<file path="src/rtl/mc_control_fsm.sv">
// -----------------------------------------------------------------------------
// mc_control_fsm
//
// Main control sequencer for a multicycle MIPS datapath. It walks each
// instruction through fetch, decode and an opcode-specific execute path. Every
// cycle it drives the memory address select (IorD), the memory read/write
// requests and the datapath enables and mux selects.
//
// Memory cycles (FETCH, MEMRD, MEMWR) wait on the mem_ready handshake. Each
// completed instruction increments a wrapping retire counter. An opcode that
// the decoder does not recognise raises a one-cycle 'illegal' pulse, and the
// FSM then returns to FETCH without counting that instruction.
//
// Parameters
//   CNT_W        width of the retired-instruction counter
//
// Ports
//   clk          rising-edge clock
//   rst_n        asynchronous active-low reset
//   opcode       IR[31:26], consulted in DECODE and MEMADR
//   mem_ready    memory handshake, qualifies every MemRead/MemWrite cycle
//   IorD         memory address select: 0 = PC, 1 = ALUOut
//   MemRead      memory read request
//   MemWrite     memory write request
//   IRWrite      instruction register load
//   PCWrite      unconditional PC load
//   PCWriteCond  PC load qualified by ALU zero
//   RegDst       register destination: 1 = rd, 0 = rt
//   MemtoReg     register write data: 1 = MDR, 0 = ALUOut
//   RegWrite     register file write enable
//   ALUSrcA      ALU A operand: 0 = PC, 1 = A
//   ALUSrcB      ALU B operand: 00 B, 01 4, 10 signext, 11 signext<<2
//   ALUOp        ALU control: 00 add, 01 sub, 10 funct field
//   PCSource     PC source: 00 ALU, 01 ALUOut, 10 jump target
//   state        current state encoding (debug visibility)
//   illegal      one-cycle pulse after an unknown opcode is decoded
//   instr_count  retired-instruction count
// -----------------------------------------------------------------------------
module mc_control_fsm #(
    parameter int CNT_W = 16
) (
    input  logic             clk,
    input  logic             rst_n,
    input  logic [5:0]       opcode,
    input  logic             mem_ready,
    output logic             IorD,
    output logic             MemRead,
    output logic             MemWrite,
    output logic             IRWrite,
    output logic             PCWrite,
    output logic             PCWriteCond,
    output logic             RegDst,
    output logic             MemtoReg,
    output logic             RegWrite,
    output logic             ALUSrcA,
    output logic [1:0]       ALUSrcB,
    output logic [1:0]       ALUOp,
    output logic [1:0]       PCSource,
    output logic [3:0]       state,
    output logic             illegal,
    output logic [CNT_W-1:0] instr_count
);

    localparam logic [5:0] OP_RTYPE = 6'h00;
    localparam logic [5:0] OP_J     = 6'h02;
    localparam logic [5:0] OP_BEQ   = 6'h04;
    localparam logic [5:0] OP_ADDI  = 6'h08;
    localparam logic [5:0] OP_LW    = 6'h23;
    localparam logic [5:0] OP_SW    = 6'h2B;

    localparam logic [CNT_W-1:0] CNT_ONE = {{(CNT_W-1){1'b0}}, 1'b1};

    typedef enum logic [3:0] {
        FETCH  = 4'd0,
        DECODE = 4'd1,
        MEMADR = 4'd2,
        MEMRD  = 4'd3,
        MEMWB  = 4'd4,
        MEMWR  = 4'd5,
        EXEC   = 4'd6,
        ALUWB  = 4'd7,
        BRANCH = 4'd8,
        JUMP   = 4'd9,
        ADDIEX = 4'd10,
        ADDIWB = 4'd11
    } state_e;

    state_e           state_q, state_d;
    logic             illegal_q, illegal_d;
    logic [CNT_W-1:0] instr_count_q, instr_count_d;
    logic             retire;

    // Control values decoded from the state before the reset gate is applied
    logic       iord_c, mem_read_c, mem_write_c, ir_write_c, pc_write_c;
    logic       pc_write_cond_c, reg_dst_c, memto_reg_c, reg_write_c, alu_src_a_c;
    logic [1:0] alu_src_b_c, alu_op_c, pc_source_c;

    always_ff @(posedge clk or negedge rst_n) begin
        if (!rst_n) begin
            state_q       <= FETCH;
            illegal_q     <= 1'b0;
            instr_count_q <= '0;
        end else begin
            state_q       <= state_d;
            illegal_q     <= illegal_d;
            instr_count_q <= instr_count_d;
        end
    end

    // Next-state logic. 'retire' marks the final cycle of a completed
    // instruction, which is the cycle whose transition lands back in FETCH.
    always_comb begin
        state_d   = FETCH;
        illegal_d = 1'b0;
        retire    = 1'b0;
        case (state_q)
            FETCH:  state_d = mem_ready ? DECODE : FETCH;
            DECODE: begin
                case (opcode)
                    OP_LW, OP_SW: state_d = MEMADR;
                    OP_RTYPE:     state_d = EXEC;
                    OP_BEQ:       state_d = BRANCH;
                    OP_J:         state_d = JUMP;
                    OP_ADDI:      state_d = ADDIEX;
                    default: begin
                        state_d   = FETCH;
                        illegal_d = 1'b1;
                    end
                endcase
            end
            MEMADR: state_d = (opcode == OP_LW) ? MEMRD : MEMWR;
            MEMRD:  state_d = mem_ready ? MEMWB : MEMRD;
            MEMWB: begin
                state_d = FETCH;
                retire  = 1'b1;
            end
            MEMWR: begin
                state_d = mem_ready ? FETCH : MEMWR;
                retire  = mem_ready;
            end
            EXEC:   state_d = ALUWB;
            ALUWB: begin
                state_d = FETCH;
                retire  = 1'b1;
            end
            BRANCH: begin
                state_d = FETCH;
                retire  = 1'b1;
            end
            JUMP: begin
                state_d = FETCH;
                retire  = 1'b1;
            end
            ADDIEX: state_d = ADDIWB;
            ADDIWB: begin
                state_d = FETCH;
                retire  = 1'b1;
            end
            default: state_d = FETCH;
        endcase
        instr_count_d = retire ? instr_count_q + CNT_ONE : instr_count_q;
    end

    // Moore-style control decode. FETCH is the one exception: it also uses
    // mem_ready, so that IR and PC load only on the cycle the fetch completes.
    always_comb begin
        iord_c          = 1'b0;
        mem_read_c      = 1'b0;
        mem_write_c     = 1'b0;
        ir_write_c      = 1'b0;
        pc_write_c      = 1'b0;
        pc_write_cond_c = 1'b0;
        reg_dst_c       = 1'b0;
        memto_reg_c     = 1'b0;
        reg_write_c     = 1'b0;
        alu_src_a_c     = 1'b0;
        alu_src_b_c     = 2'b00;
        alu_op_c        = 2'b00;
        pc_source_c     = 2'b00;
        case (state_q)
            FETCH: begin
                mem_read_c  = 1'b1;
                alu_src_b_c = 2'b01;
                ir_write_c  = mem_ready;
                pc_write_c  = mem_ready;
            end
            DECODE: alu_src_b_c = 2'b11;
            MEMADR: begin
                alu_src_a_c = 1'b1;
                alu_src_b_c = 2'b10;
            end
            MEMRD: begin
                mem_read_c = 1'b1;
                iord_c     = 1'b1;
            end
            MEMWB: begin
                reg_write_c = 1'b1;
                memto_reg_c = 1'b1;
            end
            MEMWR: begin
                mem_write_c = 1'b1;
                iord_c      = 1'b1;
            end
            EXEC: begin
                alu_src_a_c = 1'b1;
                alu_op_c    = 2'b10;
            end
            ALUWB: begin
                reg_write_c = 1'b1;
                reg_dst_c   = 1'b1;
            end
            BRANCH: begin
                alu_src_a_c     = 1'b1;
                alu_op_c        = 2'b01;
                pc_write_cond_c = 1'b1;
                pc_source_c     = 2'b01;
            end
            JUMP: begin
                pc_write_c  = 1'b1;
                pc_source_c = 2'b10;
            end
            ADDIEX: begin
                alu_src_a_c = 1'b1;
                alu_src_b_c = 2'b10;
            end
            ADDIWB: reg_write_c = 1'b1;
            default: ;
        endcase
    end

    // The state register already sits in FETCH during reset. The controls are
    // gated as well, because the FETCH decode would otherwise assert MemRead
    // while reset is held. The gate is combinational, so a reset asserted in
    // the middle of MEMWR removes MemWrite at once instead of at the next edge.
    always_comb begin
        IorD        = rst_n & iord_c;
        MemRead     = rst_n & mem_read_c;
        MemWrite    = rst_n & mem_write_c;
        IRWrite     = rst_n & ir_write_c;
        PCWrite     = rst_n & pc_write_c;
        PCWriteCond = rst_n & pc_write_cond_c;
        RegDst      = rst_n & reg_dst_c;
        MemtoReg    = rst_n & memto_reg_c;
        RegWrite    = rst_n & reg_write_c;
        ALUSrcA     = rst_n & alu_src_a_c;
        ALUSrcB     = rst_n ? alu_src_b_c : 2'b00;
        ALUOp       = rst_n ? alu_op_c    : 2'b00;
        PCSource    = rst_n ? pc_source_c : 2'b00;
    end

    assign state       = state_q;
    assign illegal     = illegal_q;
    assign instr_count = instr_count_q;

endmodule

</file>
<file path="config.mk">
export PLATFORM = sky130hd
export DESIGN_NAME = mc_control_fsm
export DESIGN_NICKNAME = d
export VERILOG_FILES = /design/src/rtl/mc_control_fsm.sv
export SDC_FILE = /design/constraint.sdc
export NUM_CORES = 1
export LEC_CHECK = 0
export ABC_AREA = 1
export BUFFER_PORTS_ARGS = -buffer_cell sky130_fd_sc_hd__buf_2
export CORE_MARGIN = 2
export CORE_UTILIZATION = 32
export CTS_BUF_LIST = sky130_fd_sc_hd__clkbuf_8 sky130_fd_sc_hd__clkbuf_16
export DETAILED_ROUTE_END_ITERATION = 12
export HOLD_SLACK_MARGIN = 0.12
export SYNTH_ARGS = -nofsm -noshare
export SYNTH_HDL_FRONTEND = slang
export SYNTH_SLANG_ARGS = --single-unit
</file>
<file path="constraint.sdc">
create_clock -name clk -period 3.4 [get_ports clk]
set_input_delay 0.68 -clock clk [delete_from_list [all_inputs] [get_ports clk]]
set_output_delay 0.68 -clock clk [all_outputs]
set_load 0.005 [all_outputs]
</file>
After elaboration in Yosys (flattened, before gate mapping)
Cells that the tools add are included.
Word-level totals
  register bits after elaboration: 21
  latch bits: 0
  RAM bits: 0
  memory bits (read-only): 0
  bits of input ports: 9
  output and inout port bits: 37
  logic and storage cells: 65
  memories kept: 0
Operators by class
  add/subtract/negate cells: 1
  multiply operators: 0
  divide/modulo/power cells: 0
  $lt $le $gt $ge: 0
  equality and inequality tests: 16
  shifts and indexed selects: 0
  mux-type cells: 25
  bitwise logic cells: 10
  reductions and logical operators: 10
Operators by type and width (count)
  $pmux 4 s7: 1
  $pmux 4 s5: 1
  $add 16x1->16 const B: 1
  $eq 4x3->1 const B: 4
  $eq 4x4->1 const B: 4
  $eq 6x6->1 const B: 2
  $mux 1: 12
  $and 1x1->1: 10
  $mux 3: 3
  $eq 4x2->1 const B: 2
  $pmux 2 s2: 2
  $reduce_or 2->1: 4
  $eq 6x2->1 const B: 1
  $eq 6x3->1 const B: 1
  $eq 6x4->1 const B: 1
  $logic_not 6->1: 1
  $mux 2: 3
  $pmux 2 s3: 1
  $reduce_or 6->1: 1
  $reduce_or 5->1: 1
  $eq 4x1->1 const B: 1
  $logic_not 4->1: 1
  $pmux 1 s2: 2
  $reduce_or 4->1: 1
  $reduce_or 3->1: 1

Longest topological paths before layout
  word-level depth: 4
  depth in mapped cells: 10
  mapped depth without buffers: 9

Worst setup path before layout
OpenSTA, ideal clock, no wires.
  kind: input-to-output
  from: input port rst_n
  to: output port PCSource[0]
  arrival time: 1.325 ns
  required time: 2.720 ns
  slack: 1.395 ns
  stages: 4
  path buffers: 2
  cell sequence: inv_1 buf_1 nor2_1 buf_4
On the way
  longest elaborated chain between the ends: 1
RTL lines
  start, declared: line 43  | input logic rst_n,
  $mux 2: line 248  | PCSource = rst_n ? pc_source_c : 2'b00;
  end, declared: line 58  | output logic [1:0] PCSource,
No other way between the ends.

Worst setup path in the final report
  from: register state_q[3], in the netlist state[3]
  to: output port ALUSrcB[1]
On the way
  longest elaborated chain between the ends: 4
  elaborated cells on any way between the ends: 7
  those cells by class: eq/ne: 3; mux: 2; reduce/logical: 2
RTL lines
  start, declared: line 88  | state_e state_q, state_d;
  start signal, assigned: line 104  | state_q <= state_d;
  $eq 4x4->1 / $eq 4x2->1 (equally long branches): line 180  | case (state_q)
  $reduce_or 2->1 (no line)
  $pmux 2 s3 *: line 180
  $mux 2 *: line 246  | ALUSrcB = rst_n ? alu_src_b_c : 2'b00;
  end, declared: line 56  | output logic [1:0] ALUSrcB,
Mark *: on every way between the ends. The rest lies on a longest branch, timed or not.

==> flow_summary.ini <==
[synthesis]
ys_types = 31
synth-edff-count = 0
yosysWarnings = 0
syn_area_per_cell_um2 = 6.751
synthCells = 245
syn_nets = 255
synth_seq_cells = 21
async_flop_share_pct = 100.0
yosysSeqAreaShare_pct = 31.77
synth_top_flop_cell = dfrtp_1
synth_area_um2 = 1654

[floorplan]
initial_core_util_pct = 32.80
die_h_um = 75.90
die_area_um2 = 5760
ios = 46
die_w_um = 75.90
fp-row-count = 26
core_um2 = 5042

[critical_path]
start_kind = flip-flop
path_class = reg -> out
crit_path_end_kind = output pin
cpLargestDelayFamily = simple AND/OR/NAND/NOR gates
critPathLaunch = state[3]$_DFF_PN0_
r2r_start = instr_count[0]$_DFFE_PN0P_
path_buf_inv = 3
arrival_ps = 1660
required_ps = 2720
slowest_stage = dfrtp_1
max_stage_delay_ps = 440
path_max_fanout = 5
cp_cell_sequence = nor2_1 -> inv_1 -> nor2_1 -> inv_1 -> a21oi_1 -> buf_2

[layout]
antennaDiodeCount = 0
fin_nets = 301
area_growth_syn_to_layout_pct = 19.06
drive_above_1_share_pct = 29.31
fin_util_pct = 39.06

[pwr]
worst_ir_drop_vdd_mv = 0.1263
p_per_area_nw_per_um2 = 340.3
p_clk_share_pct = 26.2
power_frac_seq_pct = 47.3
finalPower_w = 0.0006702
pwr-share-comb_pct = 26.5
leakage_nw = 1.084
power.internal_w = 0.0004310
netSwitchingPower_w = 0.0002392
p_sw_share_pct = 35.69

[timing]
min_period_over_period_pct = 68.68
drv_slew = 0
setup_tns_ps = 0
fin_skew_ps = 7.250
slew_headroom_pct = 74.51
hold_violations = 0
worst_slack_ps = 1065
fmax_ghz = 0.4282
period_needed_ps = 2335
rsz0062_at_grt = no
worst_pin_slew_ps = 382.0
setup_viol = 0

[grt]
grt_max_degree = 22
use_met3_pct = 3.042
grt_pass1_wl_mm = 6.099
antenna_found_initial = 0
grt_use_met1_pct = 16.75
grt_usage_pct = 13.52
grt_use_met2_pct = 22.51
grt-ovfl-total = 0
grt_pass1_vias = 1361
busiest_layer = met2

[placement]
place_ws_ps = 1264
port_buffers = 45
dp_hpwl_mm = 2.942
routabilityCongestion = 0.8768

[clocking]
cts_tree = built
htreeDepth = 1
cts.sinks = 21
cts.clk_slew.worst_paths_ps = 90
clk_latency_ps = 270
hold_buffers = 0
cts-root-buf = clkbuf_8
cts_resized = 0
post_cts.repair.setup_buffers = 0
cts_max_path_buffers = 2
cts_buffers = 3

[detailed_routing]
post-route-drc-count = 0
viasPerCell = 4.536
wl_per_cell_um = 10.49
drt_iter0_drc = 63
drt-total-wl_mm = 3.778
drtPass1Iterations = 4
vias = 1633
antenna_left = 0

[min_path]
worstHoldPathType = in -> async

[run]
max_cap_violations = 0

[run_status]
status = completed
[sequential cells by signal, indices dropped and copies added (netlist names)]
name / flops
illegal: 1
state: 4
instr_count: 16
[synthesized netlist by cell type, types with 4 or more instances]
cell | count | area (um^2)
nor3_1 | 4 | 20.02
a21oi_1 | 5 | 25.02
o21ai_0 | 4 | 20.02
nand3_1 | 22 | 110.1
dfrtp_1 | 21 | 525.5
nor2_1 | 31 | 116.4
xor2_1 | 4 | 35.03
nand2_2 | 20 | 125.1
nand4_1 | 6 | 37.54
inv_1 | 26 | 97.59
nand2_1 | 72 | 270.3
[through the flow]
step                      std cells  hold WS [ps]  cell area [um^2]
after floorplan                 245         384.4              1654
after global placement          356         550.1              1921
after detailed placement        356         549.4              1921
after CTS                       360         452.8              1969
after global routing            360         459.5              1969
final                           360         438.5              1969
[final timing paths]
path / end / slack, ps / cells after the start
worst max-delay path: ALUSrcB[1] / 1060 / 6
min in group clk: instr_count[1]$_DFFE_PN0P_ / 570 / 2
worst min register to register: instr_count[1]$_DFFE_PN0P_ / 570 / 2
worst min-delay path: instr_count[5]$_DFFE_PN0P_ / 440 / 2
max in group asynchronous: instr_count[15]$_DFFE_PN0P_ / 2740 / 2
worst max register to register: instr_count[10]$_DFFE_PN0P_ / 1700 / 8
[metal layers]
layer  up-vias  share of wire (%)
met3         8                4.2
met4         0                2.8
met1       731                 45
met5         -                  0
li1        865                  -
met2        29                 47
[cell families (layout without fill, tap and decap cells)]
| kind of cell | Yosys count | after routing | synth area share (%) |
|---|---|---|---|
| compound gates | 15 | 15 | 5.824 |
| xor+xnor | 7 | 7 | 3.707 |
| flops | 21 | 21 | 31.77 |
| fa+ha+maj | 1 | 1 | 0.7563 |
| buf+inv | 35 | 80 | 10.21 |
| simple gates | 166 | 166 | 47.73 |
[power groups by stage]
stage	combinational (W)	sequential, W	clock, W
after detailed placement	0.000181	0.000323	0
after CTS	0.000181	0.000318	0.000179
after global routing	0.000208	0.000323	0.000190
final	0.000178	0.000317	0.000176
after floorplan	0.000120	0.000318	0
after global placement	0.000178	0.000322	0
[worst register-to-register path, cell delays in order, from the launching register on]
cell	delay [ps]
dfrtp_1	470
ha_1	240
inv_1	60
nor2_1	260
nand2_1	180
o21ai_0	190
nand2_1	80
nand2_2	70
nand2_2	40
[cells in the final DEF (no fill, tap or decap)]
master	count
nor3_1	4
o21ai_1	1
inv_1	26
nand4_1	6
o21ai_4	1
inv_4	1
inv_2	3
o21ai_2	1
buf_2	45
nor2_2	2
dfrtp_1	21
nor2_4	1
a31oi_1	1
nand3_1	22
ha_1	1
a21oi_1	5
xnor2_1	3
nand2_2	20
buf_4	1
clkinvlp_4	1
nand2_8	1
clkbuf_8	3
nor2_1	31
xor2_1	4
nand2_1	72
o21ai_0	4
o211ai_1	2
nand2_4	2
nand3_2	3
nor4_1	1
nand3b_1	1
[area by class of cell]
type | instances | area (um^2)
Fill cell | 540 | 3073
Clock inverter | 1 | 7.507
Sequential cell | 21 | 525.5
Tap cell | 70 | 87.58
Clock buffer | 3 | 41.29
Multi-Input combinational cell | 189 | 959.7
Timing Repair Buffer | 46 | 232.7
Inverter | 30 | 115.1
(Power assumes the default switching activity.)
